**src/rtl/lcd_pkg.sv**
```systemverilog
// Shared constants, state encoding and init ROM contents for the HD44780 bus scheduler.
package lcd_pkg;

  localparam logic [7:0] FUNC_SET   = 8'h38;
  localparam logic [7:0] DISP_ON    = 8'h0C;
  localparam logic [7:0] DISP_CLR   = 8'h01;
  localparam logic [7:0] ENTRY_MODE = 8'h06;
  localparam logic [7:0] SET_DDRAM  = 8'h80;

  localparam int INIT_DEPTH = 6;

  typedef logic [2:0] init_idx_t;

  typedef enum logic [2:0] {
    ST_PWRUP,
    ST_INIT_LOAD,
    ST_SETUP,
    ST_EN_HI,
    ST_HOLD,
    ST_EXEC,
    ST_IDLE
  } state_e;

  function automatic logic [7:0] init_rom(input init_idx_t idx);
    case (idx)
      3'd0, 3'd1, 3'd2: init_rom = FUNC_SET;
      3'd3:             init_rom = DISP_ON;
      3'd4:             init_rom = DISP_CLR;
      default:          init_rom = ENTRY_MODE;
    endcase
  endfunction

  // Clear (01) and home (02/03) are the only slow instructions.
  function automatic logic is_slow_cmd(input logic rs, input logic [7:0] data);
    is_slow_cmd = !rs && (data inside {8'h01, 8'h02, 8'h03});
  endfunction

  function automatic int unsigned max2(input int unsigned a, input int unsigned b);
    max2 = (a > b) ? a : b;
  endfunction

endpackage

```
**src/rtl/lcd_rr_arbiter.sv**
```systemverilog
// Two-way round-robin arbiter with a string lock that pins the grant to one requester.
module lcd_rr_arbiter (
  input  logic       clk,
  input  logic       rst,
  input  logic [1:0] valid_i,
  input  logic       hold_i,
  input  logic       accept_i,
  output logic [1:0] grant_o
);

  logic last_q, last_d;
  logic lock_q, lock_d;
  logic owner_q, owner_d;

  // NOTE: every combinational output gets a default before any branch, so no latch is inferred.
  always_comb begin
    grant_o = 2'b00;
    if (lock_q) begin
      // Owner keeps the bus even while idle; the other requester simply waits.
      grant_o = owner_q ? 2'b10 : 2'b01;
    end else if (&valid_i) begin
      grant_o = last_q ? 2'b01 : 2'b10;
    end else begin
      grant_o = valid_i;
    end
  end

  always_comb begin
    last_d  = last_q;
    lock_d  = lock_q;
    owner_d = owner_q;
    if (accept_i) begin
      last_d  = grant_o[1];
      owner_d = grant_o[1];
      lock_d  = hold_i;
    end
  end

  // NOTE: sequential state uses non-blocking assignments so all flops update together.
  always_ff @(posedge clk or posedge rst) begin
    if (rst) begin
      last_q  <= 1'b1;
      lock_q  <= 1'b0;
      owner_q <= 1'b0;
    end else begin
      last_q  <= last_d;
      lock_q  <= lock_d;
      owner_q <= owner_d;
    end
  end

endmodule

```
**src/rtl/lcd_bus_scheduler.sv**
```systemverilog
// HD44780 8-bit bus owner: power-up init, then E-pulse timed writes shared by two requesters.
module lcd_bus_scheduler
  import lcd_pkg::*;
#(
  parameter int unsigned T_PWRUP = 4_000_000,
  parameter int unsigned T_INIT1 = 410_000,
  parameter int unsigned T_INIT2 = 10_000,
  parameter int unsigned T_SETUP = 8,
  parameter int unsigned T_EN    = 25,
  parameter int unsigned T_HOLD  = 2,
  parameter int unsigned T_CMD   = 4_000,
  parameter int unsigned T_CLR   = 160_000
) (
  input  logic       clk,
  input  logic       rst,
  input  logic       req0_valid,
  input  logic       req0_rs,
  input  logic [7:0] req0_data,
  input  logic       req0_hold,
  output logic       req0_ready,
  input  logic       req1_valid,
  input  logic       req1_rs,
  input  logic [7:0] req1_data,
  input  logic       req1_hold,
  output logic       req1_ready,
  output logic [7:0] lcd_data,
  output logic       lcd_rs,
  output logic       lcd_en,
  output logic       init_done,
  output logic       busy
);

  localparam int unsigned T_MAX =
    max2(max2(max2(T_PWRUP, T_INIT1), max2(T_INIT2, T_SETUP)),
         max2(max2(T_EN, T_HOLD), max2(T_CMD, T_CLR)));
  localparam int CNT_W = $clog2(T_MAX + 1);

  state_e           state_q, state_d;
  logic [CNT_W-1:0] cnt_q, cnt_d;
  init_idx_t        idx_q, idx_d;
  logic [7:0]       data_q, data_d;
  logic             rs_q, rs_d;
  logic             en_q, en_d;
  logic             init_done_q, init_done_d;

  logic [1:0] grant;
  logic       idle;
  logic       accept;
  logic       sel_hold;
  logic       cnt_last;

  function automatic logic [CNT_W-1:0] exec_wait(input logic booting, input init_idx_t idx,
                                                  input logic rs, input logic [7:0] data);
    if (booting && idx == 3'd0)      exec_wait = CNT_W'(T_INIT1);
    else if (booting && idx == 3'd1) exec_wait = CNT_W'(T_INIT2);
    else if (is_slow_cmd(rs, data))  exec_wait = CNT_W'(T_CLR);
    else                             exec_wait = CNT_W'(T_CMD);
  endfunction

  assign idle     = (state_q == ST_IDLE);
  assign accept   = idle && |(grant & {req1_valid, req0_valid});
  assign sel_hold = grant[1] ? req1_hold : req0_hold;
  assign cnt_last = (cnt_q == CNT_W'(1));

  lcd_rr_arbiter u_arb (
    .clk      (clk),
    .rst      (rst),
    .valid_i  ({req1_valid, req0_valid}),
    .hold_i   (sel_hold),
    .accept_i (accept),
    .grant_o  (grant)
  );

  always_comb begin
    state_d     = state_q;
    cnt_d       = cnt_q - CNT_W'(1);
    idx_d       = idx_q;
    data_d      = data_q;
    rs_d        = rs_q;
    init_done_d = init_done_q;
    unique case (state_q)
      ST_PWRUP: begin
        if (cnt_last) state_d = ST_INIT_LOAD;
      end
      ST_INIT_LOAD: begin
        data_d  = init_rom(idx_q);
        rs_d    = 1'b0;
        state_d = ST_SETUP;
        cnt_d   = CNT_W'(T_SETUP);
      end
      ST_SETUP: begin
        if (cnt_last) begin
          state_d = ST_EN_HI;
          cnt_d   = CNT_W'(T_EN);
        end
      end
      ST_EN_HI: begin
        if (cnt_last) begin
          state_d = ST_HOLD;
          cnt_d   = CNT_W'(T_HOLD);
        end
      end
      ST_HOLD: begin
        if (cnt_last) begin
          state_d = ST_EXEC;
          cnt_d   = exec_wait(!init_done_q, idx_q, rs_q, data_q);
        end
      end
      ST_EXEC: begin
        if (cnt_last) begin
          if (init_done_q) begin
            state_d = ST_IDLE;
          end else if (idx_q == init_idx_t'(INIT_DEPTH - 1)) begin
            state_d     = ST_IDLE;
            init_done_d = 1'b1;
          end else begin
            idx_d   = idx_q + 3'd1;
            state_d = ST_INIT_LOAD;
          end
        end
      end
      ST_IDLE: begin
        cnt_d = cnt_q;
        if (accept) begin
          data_d  = grant[1] ? req1_data : req0_data;
          rs_d    = grant[1] ? req1_rs : req0_rs;
          state_d = ST_SETUP;
          cnt_d   = CNT_W'(T_SETUP);
        end
      end
      default: state_d = ST_PWRUP;
    endcase
  end

  // E comes straight from a flop so it is glitch-free and drops the instant rst rises.
  assign en_d = (state_d == ST_EN_HI);

  always_ff @(posedge clk or posedge rst) begin
    if (rst) begin
      state_q     <= ST_PWRUP;
      cnt_q       <= CNT_W'(T_PWRUP);
      idx_q       <= '0;
      data_q      <= '0;
      rs_q        <= 1'b0;
      en_q        <= 1'b0;
      init_done_q <= 1'b0;
    end else begin
      state_q     <= state_d;
      cnt_q       <= cnt_d;
      idx_q       <= idx_d;
      data_q      <= data_d;
      rs_q        <= rs_d;
      en_q        <= en_d;
      init_done_q <= init_done_d;
    end
  end

  assign req0_ready = idle && grant[0];
  assign req1_ready = idle && grant[1];
  assign lcd_data   = data_q;
  assign lcd_rs     = rs_q;
  assign lcd_en     = en_q;
  assign init_done  = init_done_q;
  assign busy       = !idle;

endmodule

```
**config.mk**
```make
export PLATFORM = sky130hd
export DESIGN_NAME = lcd_bus_scheduler
export DESIGN_NICKNAME = d
export VERILOG_FILES = /design/src/rtl/lcd_pkg.sv /design/src/rtl/lcd_rr_arbiter.sv /design/src/rtl/lcd_bus_scheduler.sv
export SDC_FILE = /design/constraint.sdc
export NUM_CORES = 1
export LEC_CHECK = 0
export BUFFER_PORTS_ARGS = -buffer_cell sky130_fd_sc_hd__buf_2
export CAP_MARGIN = 0
export CORE_AREA = 3 3 96 98
export DETAILED_ROUTE_END_ITERATION = 16
export DIE_AREA = 0 0 99 101
export GPL_ROUTABILITY_DRIVEN = 0
export HOLD_SLACK_MARGIN = 0.02
export PLACE_DENSITY = 0.64
export SLEW_MARGIN = 0
export SYNTH_ARGS = -nofsm -noshare
export SYNTH_HDL_FRONTEND = slang
export SYNTH_SLANG_ARGS = --single-unit
```
**constraint.sdc**
```tcl
create_clock -name clk -period 2.2 [get_ports clk]
set_input_delay 0.44 -clock clk [delete_from_list [all_inputs] [get_ports clk]]
set_output_delay 0.44 -clock clk [all_outputs]
set_load 0.1 [all_outputs]
```
==> flow_metrics.py, run 1 <==
metrics = {
    "final_layout": {
        "final_layout_size_suffix_gt1_share_pct": 36.3,
        "n_antenna_cell": 0,
        "final_net_count": 441,
        "multiInputGateArea_um2": 1840,
        "most_common_library_cell_in_the_layout_ignoring_fill_and_taps": "buf_4",
        "area_growth_syn_to_layout_pct": 29.9,
        "regArea_um2": 1070,
        "post-route-util_pct": 44.2,
        "mostFrequentLayoutCells": "47 x buf_4, 34 x buf_2, 31 x nor2_1",
        "nFillCells": 834,
    },
    "die": {
        "starting_density_pct": 34.0,
        "die-width_um": 99,
        "dieArea_um2": 10000,
        "die_height_um": 101,
        "rows": 34,
        "ioPinCount": 38,
        "design.core.area_um2": 8550,
    },
    "logic_synthesis": {
        "synthesis.instances": 337,
        "postSynth.asyncResetShare_pct": 100,
        "synthDistinctLibCells": 66,
        "yosys_most_used_dff": "dfrtp_1",
        "synthesized_net_count": 368,
        "yosysSeqAreaShare_pct": 36.5,
        "ys_warn_count": 0,
        "avgSynthCellArea_um2": 8.64,
        "synth.ff_latch_count": 42,
        "syn-cell-area_um2": 2910,
        "synth_edf_count": 0,
    },
    "setup_path": {
        "critPathMaxStageDelay_ns": 0.47,
        "timing.critical_path.fanout_max": 7,
        "count_of_buffering_cells_on_the_critical_path_with_inverters_included": 3,
        "timing.critical_path.slowest_stage_cell": "dfrtp_2",
        "timing_worst_setup_path_type": "reg2out",
        "cpLargestDelayFamily": "buffers and inverters",
        "critPathRequiredTime_ns": 1.76,
        "path_cells": "nor2b_2, and2_4, clkinvlp_4, buf_4, buf_12",
        "critical_path.endpoint_type": "primary output",
        "critPathLaunchType": "register",
        "arrival_time_reported_for_the_critical_path_endpoint_ns": 1.69,
    },
    "global_route": {
        "antenna_found_initial": 0,
        "grt_max_degree": 43,
        "via_count_of_the_first_global_routing_pass": 2756,
        "grtUsageTotal_pct": 16.1,
        "grt.overflow.total": 0,
        "grt_first_pass_wirelength_um": 13000,
    },
    "timing": {
        "worst-slew-pin-transition_ns": 0.537,
        "finalSetupViolations": 0,
        "hold_viol": 0,
        "pins_over_slew_limit": 0,
        "fin_tns_setup_ns": 0,
        "post-route-min-period_ns": 2.13,
        "fin_hold_ws_ns": 0.249,
        "post-route-period-util_pct": 96.6,
        "fmaxAchievable_ghz": 0.470,
        "timing.max_slew.rel_slack_pct": 64.2,
        "finalClockSkew_ns": 0.00742,
    },
    "status": {
        "status": "complete, no violations",
    },
    "hold_path": {
        "min_path_type": "in2async",
    },
    "power_and_ir_drop": {
        "p_total_mw": 1.49,
        "cell_area_power_density_nw_per_um2": 395,
        "power.switching_fraction_pct": 27.9,
        "combinationalPowerShare_pct": 10.5,
        "netSwitchingPower_uw": 416,
        "intPower_mw": 1.08,
        "pwr-share-clk_pct": 36.4,
        "total_leakage_power_nw": 1.55,
        "vdd.ir_drop.worst_mv": 0.199,
        "seq_power_share_pct": 53.0,
    },
    "routing": {
        "drt_pre_antenna_iters": 4,
        "drtAntennaViolNets": 0,
        "wl_per_cell_um": 15.6,
        "drt_iter0_drc": 153,
        "dr.max_layer_used": "met4",
        "number_of_drc_violations_after_detailed_routing": 0,
        "met1Wirelength_um": 3580,
        "detailroute.via_count": 2901,
        "wl_met3_um": 300,
        "routed_via_density": 5.59,
        "drt_wl_total_um": 8110,
        "detailroute.wirelength.met2_um": 4100,
    },
    "placement": {
        "numPortBuffers": 37,
        "detailed_place_hpwl_um": 6030,
    },
    "clocking": {
        "insertion_delay_ns": 0.31,
        "clk_path_buf_depth": 2,
        "cts_tree": "yes",
        "numClockSinks": 42,
        "cts_buffers": 5,
        "hold_buffers": 0,
        "cts_max_level": 2,
        "root_buffer": "clkbuf_8",
        "clkSlewWorstSetupHoldPaths_ns": 0.09,
    },
    "job": {
        "count_of_maximum_capacitance_violations": 0,
    },
}
## cells by family after synthesis
family,Yosys count,synth area share (%)
buf+inv,29,5.03
flops,42,36.5
xor+xnor,3,0.903
simple gates,139,25.3
compound gates,105,25.1
fa+ha+maj,7,3.01
mux,12,4.21
## routing by layer
metal  vias to the layer above  track usage (%)
li1                       1407                -
met1                      1414             20.4
met2                        70             27.3
met3                        10             2.42
met4                         0             6.62
met5                         -                0
## cell usage after synthesis, drive strengths merged, types with 2 or more instances
library cell	instances	area share, %
nor4b	4	1.4
a31oi	8	1.7
nor2b	3	0.64
o211a	2	0.69
xnor2	2	0.60
o221ai	2	0.60
nor2	34	4.5
and4	2	0.60
a31o	2	0.60
o21ai	21	3.6
a22oi	2	0.69
mux2i	10	3.4
nor3	14	2.6
nor4	8	2.2
a22o	2	0.64
nand4	5	1.1
and3	5	1.1
nand3	16	2.9
mux2	2	0.77
dfrtp	34	29
a211oi	7	1.8
clkbuf	10	1.3
ha	7	3.0
a221oi	4	1.2
a21oi	21	3.6
or3	2	0.43
a211o	2	0.60
nand2b	4	0.86
nand2	31	4.3
o31ai	7	1.8
buf	10	2.6
o22ai	2	0.43
a21boi	2	0.52
o21bai	2	0.52
inv	9	1.2
and2	5	1.1
o211ai	4	1.0
a21o	6	1.6
dfstp	8	7.2
## power by group through the flow
| stage | sequential (mW) | clock (mW) | combinational, mW |
|---|---|---|---|
| floorplan | 0.874 | 0 | 0.0394 |
| global route | 0.793 | 0.582 | 0.168 |
| CTS | 0.790 | 0.556 | 0.158 |
| finish | 0.791 | 0.544 | 0.157 |
| global placement | 0.805 | 0 | 0.157 |
| detailed placement | 0.805 | 0 | 0.158 |
## registers in the layout (all words and copies together) (netlist names)
name and count:
cnt_q 22, idx_q 3, init_done 1, lcd_data 8, lcd_en 1, lcd_rs 1, state_q 3, u_arb.last_q 1
u_arb.lock_q 1, u_arb.owner_q 1
## cell type report
| cell class | instances | area share, % |
|---|---|---|
| clock buffer | 6 | 2.18 |
| multi-input combinational | 266 | 48.6 |
| timing repair buffer | 86 | 16.0 |
| tap | 108 | 3.57 |
| sequential | 42 | 28.3 |
| inverter | 9 | 0.993 |
| clock inverter | 2 | 0.331 |
## worst min-delay path, delay by kind of cell
family / cells / cell delay (ns)
buffers and inverters: 3 / 0.58
## what timing repair did
action,4_1_cts,5_1_grt
buffers inserted,0,8
gates resized for setup,1,25
setup endpoints to repair,1,29
pin swaps,0,6
## path summary, 6_finish.rpt
| check | start | endpoint | slack [ns] | depth (start not counted) |
|---|---|---|---|---|
| worst min register to register | cnt_q[20] | cnt_q[20] | 0.50 | 2 |
| min in group clk | req1_valid | u_arb.last_q | 0.44 | 3 |
| worst max register to register | cnt_q[1] | cnt_q[5] | 0.09 | 9 |
| max in group asynchronous | rst | lcd_data[4] | 1.56 | 3 |
| worst min-delay path | rst | cnt_q[13] | 0.25 | 3 |
| worst max-delay path | state_q[0] | busy | 0.07 | 5 |
## stage by stage
stage	setup WS, ns	instances	area, um2
after floorplan	-0.0238	337	2940
after global placement	0.0675	503	3500
after detailed placement	-0.0461	503	3500
after CTS	0.00431	511	3600
after global routing	-0.0214	519	3780
final	0.0742	519	3780
Power figures use the tool's default switching activity.
==> inputs of run 2 (changes only) <==
--- a/config.mk
+++ b/config.mk
@@ -7,13 +7,16 @@
 export LEC_CHECK = 0
 export BUFFER_PORTS_ARGS = -buffer_cell sky130_fd_sc_hd__buf_2
 export CAP_MARGIN = 0
-export CORE_AREA = 3 3 96 98
+export CORE_AREA = 3 3 94 96
+export CTS_CLUSTER_DIAMETER = 60
 export DETAILED_ROUTE_END_ITERATION = 16
-export DIE_AREA = 0 0 99 101
+export DIE_AREA = 0 0 97 99
 export GPL_ROUTABILITY_DRIVEN = 0
 export HOLD_SLACK_MARGIN = 0.02
 export PLACE_DENSITY = 0.64
+export RECOVER_POWER = 25
 export SLEW_MARGIN = 0
 export SYNTH_ARGS = -nofsm -noshare
 export SYNTH_HDL_FRONTEND = slang
+export SYNTH_HIERARCHICAL = 1
 export SYNTH_SLANG_ARGS = --single-unit
==> run 2 against run 1 <==
Net effect: die area shrank 4.0%; sequential cell count is the same; power grew 4.8%; critical path type unchanged; largest cell class unchanged; largest power group unchanged.
==> flow_metrics.py, run 2 <==
metrics = {
    "final_layout": {
        "layout_cell_area_excl_fill_um2": 3520,
        "most_common_library_cell_in_the_layout_ignoring_fill_and_taps": "dfrtp_1",
        "final_net_count": 422,
        "mostFrequentLayoutCells": "34 x dfrtp_1, 33 x o21ai_0, 33 x buf_2",
        "largest_register_ff_count": 22,
        "registers.top_by_ff_count": "cnt_q",
        "n_antenna_cell": 0,
        "final_layout_size_suffix_gt1_share_pct": 28.6,
        "area_growth_syn_to_layout_pct": 24.6,
    },
    "power_and_ir_drop": {
        "combinationalPowerShare_pct": 12.4,
        "p_total_mw": 1.56,
        "vdd.ir_drop.worst_mv": 0.229,
        "seq_power_share_pct": 53.4,
        "intPower_mw": 1.13,
        "power.switching_fraction_pct": 27.8,
        "netSwitchingPower_uw": 435,
        "pwr-share-clk_pct": 34.2,
        "total_leakage_power_nw": 1.57,
        "cell_area_power_density_nw_per_um2": 444,
    },
    "global_route": {
        "grt_max_degree": 40,
        "antenna_found_initial": 0,
        "grtUsageTotal_pct": 15.9,
        "grt.overflow.total": 0,
        "grt_first_pass_wirelength_um": 12700,
        "via_count_of_the_first_global_routing_pass": 2640,
    },
    "logic_synthesis": {
        "synthMostInstantiatedCell": "dfrtp_1",
        "ys_warn_count": 6,
        "yosys_most_used_dff": "dfrtp_1",
        "synth_edf_count": 0,
        "post-synth-top-area-cell": "dfrtp_1",
        "yosysTopAreaCellShare_pct": 30.1,
        "synthesized_net_count": 358,
        "synthesis.instances": 327,
        "synthDistinctLibCells": 68,
        "postSynth.asyncResetShare_pct": 100,
        "yosys-top-cells-area": "dfrtp_1 30%, dfstp_2 7.4%, o21ai_0 5.8%, nand2_1 4.2%, nor2_1 3.9%",
        "avgSynthCellArea_um2": 8.64,
        "syn-cell-area_um2": 2830,
        "synth.ff_latch_count": 42,
        "yosysSeqAreaShare_pct": 37.5,
        "yosys-top-cells-count": "34 x dfrtp_1, 33 x o21ai_0, 32 x nand2_1, 29 x nor2_1, 16 x inv_1",
    },
    "routing": {
        "drtAntennaViolNets": 0,
        "drt_pre_antenna_iters": 5,
        "drt_wl_total_um": 7610,
        "routed_via_density": 5.44,
        "drt_iter0_drc": 188,
        "detailroute.via_count": 2702,
        "number_of_drc_violations_after_detailed_routing": 0,
        "wl_per_cell_um": 15.3,
    },
    "timing": {
        "fin_tns_setup_ns": 0,
        "postLayoutSetupSlackWorst_ns": 0.107,
        "pins_over_slew_limit": 0,
        "finalSetupViolations": 0,
        "post-route-min-period_ns": 2.09,
        "timing.max_slew.rel_slack_pct": 34.3,
        "post-route-period-util_pct": 95.1,
        "finalClockSkew_ns": 0.0128,
        "worst-slew-pin-transition_ns": 0.986,
        "fmaxAchievable_ghz": 0.478,
        "rsz0062_at_grt": "false",
        "hold_viol": 0,
    },
    "clocking": {
        "root_buffer": "clkbuf_8",
        "insertion_delay_ns": 0.30,
        "cts_tree": "yes",
        "post-cts-setup-buffer-count": 0,
        "clk_path_buf_depth": 2,
        "cts_max_level": 2,
        "cts_buffers": 5,
        "numClockSinks": 42,
        "clkSlewWorstSetupHoldPaths_ns": 0.09,
    },
    "placement": {
        "dp_slack_ns": 0.0798,
        "numPortBuffers": 37,
        "postPlaceCellArea_um2": 3380,
        "detailed_place_hpwl_um": 5720,
    },
    "setup_path": {
        "timing.critical_path.slowest_stage_cell": "dfstp_2",
        "count_of_buffering_cells_on_the_critical_path_with_inverters_included": 2,
        "arrival_time_reported_for_the_critical_path_endpoint_ns": 1.65,
        "critPathLaunchType": "register",
        "critical_path.endpoint_type": "primary output",
        "path_cells": "a21bo_1, o21ai_1, buf_6, and3_4, buf_12",
        "critPathRequiredTime_ns": 1.76,
        "timing_worst_setup_path_type": "reg2out",
        "timing.critical_path.fanout_max": 11,
        "cpLargestDelayFamily": "compound AO/OA/AOI/OAI gates",
        "critPathMaxStageDelay_ns": 0.38,
    },
    "die": {
        "design.core.area_um2": 8130,
        "ioPinCount": 38,
        "die-width_um": 97,
        "starting_density_pct": 34.7,
        "dieArea_um2": 9600,
        "rows": 33,
        "die_height_um": 99,
    },
    "hold_path": {
        "min_path_type": "in2reg",
    },
    "status": {
        "status": "complete, no violations",
    },
    "job": {
        "count_of_maximum_capacitance_violations": 0,
    },
}
run 2: layer usage:
layer | track usage, % | share of wire [%]
met1 | 21.0 | 46
met2 | 26.8 | 49
met3 | 2.19 | 3.9
met4 | 5.29 | 1.7
met5 | 0 | 0
run 2: power groups by stage:
| stage | Clock (mW) | Sequential [mW] | Combinational [mW] |
|---|---|---|---|
| after floorplan | 0 | 0.885 | 0.0931 |
| after detailed placement | 0 | 0.846 | 0.193 |
| after CTS | 0.540 | 0.832 | 0.195 |
| after global placement | 0 | 0.846 | 0.190 |
| after global routing | 0.566 | 0.839 | 0.213 |
| final | 0.536 | 0.836 | 0.193 |
run 2: cell families after synthesis:
group,after synthesis,share of synthesized area (%)
DFF,42,37.5
buffers and inverters,31,4.47
adders and majority gates,7,3.10
AOI/OAI and AO/OA,98,23.3
and+or+nand+nor,130,24.8
muxes,13,4.91
xor gates and xnor gates,6,1.86
run 2: area by class of cell:
cell class	instances	area (um2)
fill	790	4610
multi-input combinational	254	1680
sequential	42	1060
timing repair buffer	72	495
tap	105	131
clock buffer	6	82.6
inverter	16	60.1
clock inverter	2	12.5
run 2: per-stage QoR:
stage	std cells	util, %	hold slack [ns]
CTS	497	42.9	0.464
floorplan	327	-	0.193
finish	497	43.3	0.462
detailed placement	488	41.6	0.323
global placement	488	41.6	0.321
global route	497	43.3	0.487
run 2: worst paths after layout:
kind,from,endpoint,slack (ns),cells past startpoint
min reg2reg,cnt_q[15],cnt_q[15],0.51,1
max in group asynchronous,rst,cnt_q[4],0.59,4
min in group asynchronous,rst,u_arb/owner_q,0.55,3
min,req0_rs,lcd_rs,0.46,3
max,u_arb/last_q,req1_ready,0.11,5
max reg2reg,cnt_q[13],cnt_q[18],0.11,7
run 2: what timing repair did:
item / CTS / global route
hold buffers: 1 / 0
hold endpoints to repair: 2 / 0
setup endpoints to repair: 0 / 10
resized for setup: 0 / 7
run 2: worst register-to-register path, stage by stage (launching register included):
cell      delay [ns]
dfrtp_1         0.44
nor4_4          0.36
nand3_4         0.12
o41ai_4         0.34
and3_4          0.29
buf_4           0.14
o221ai_1        0.09
or2_1           0.25
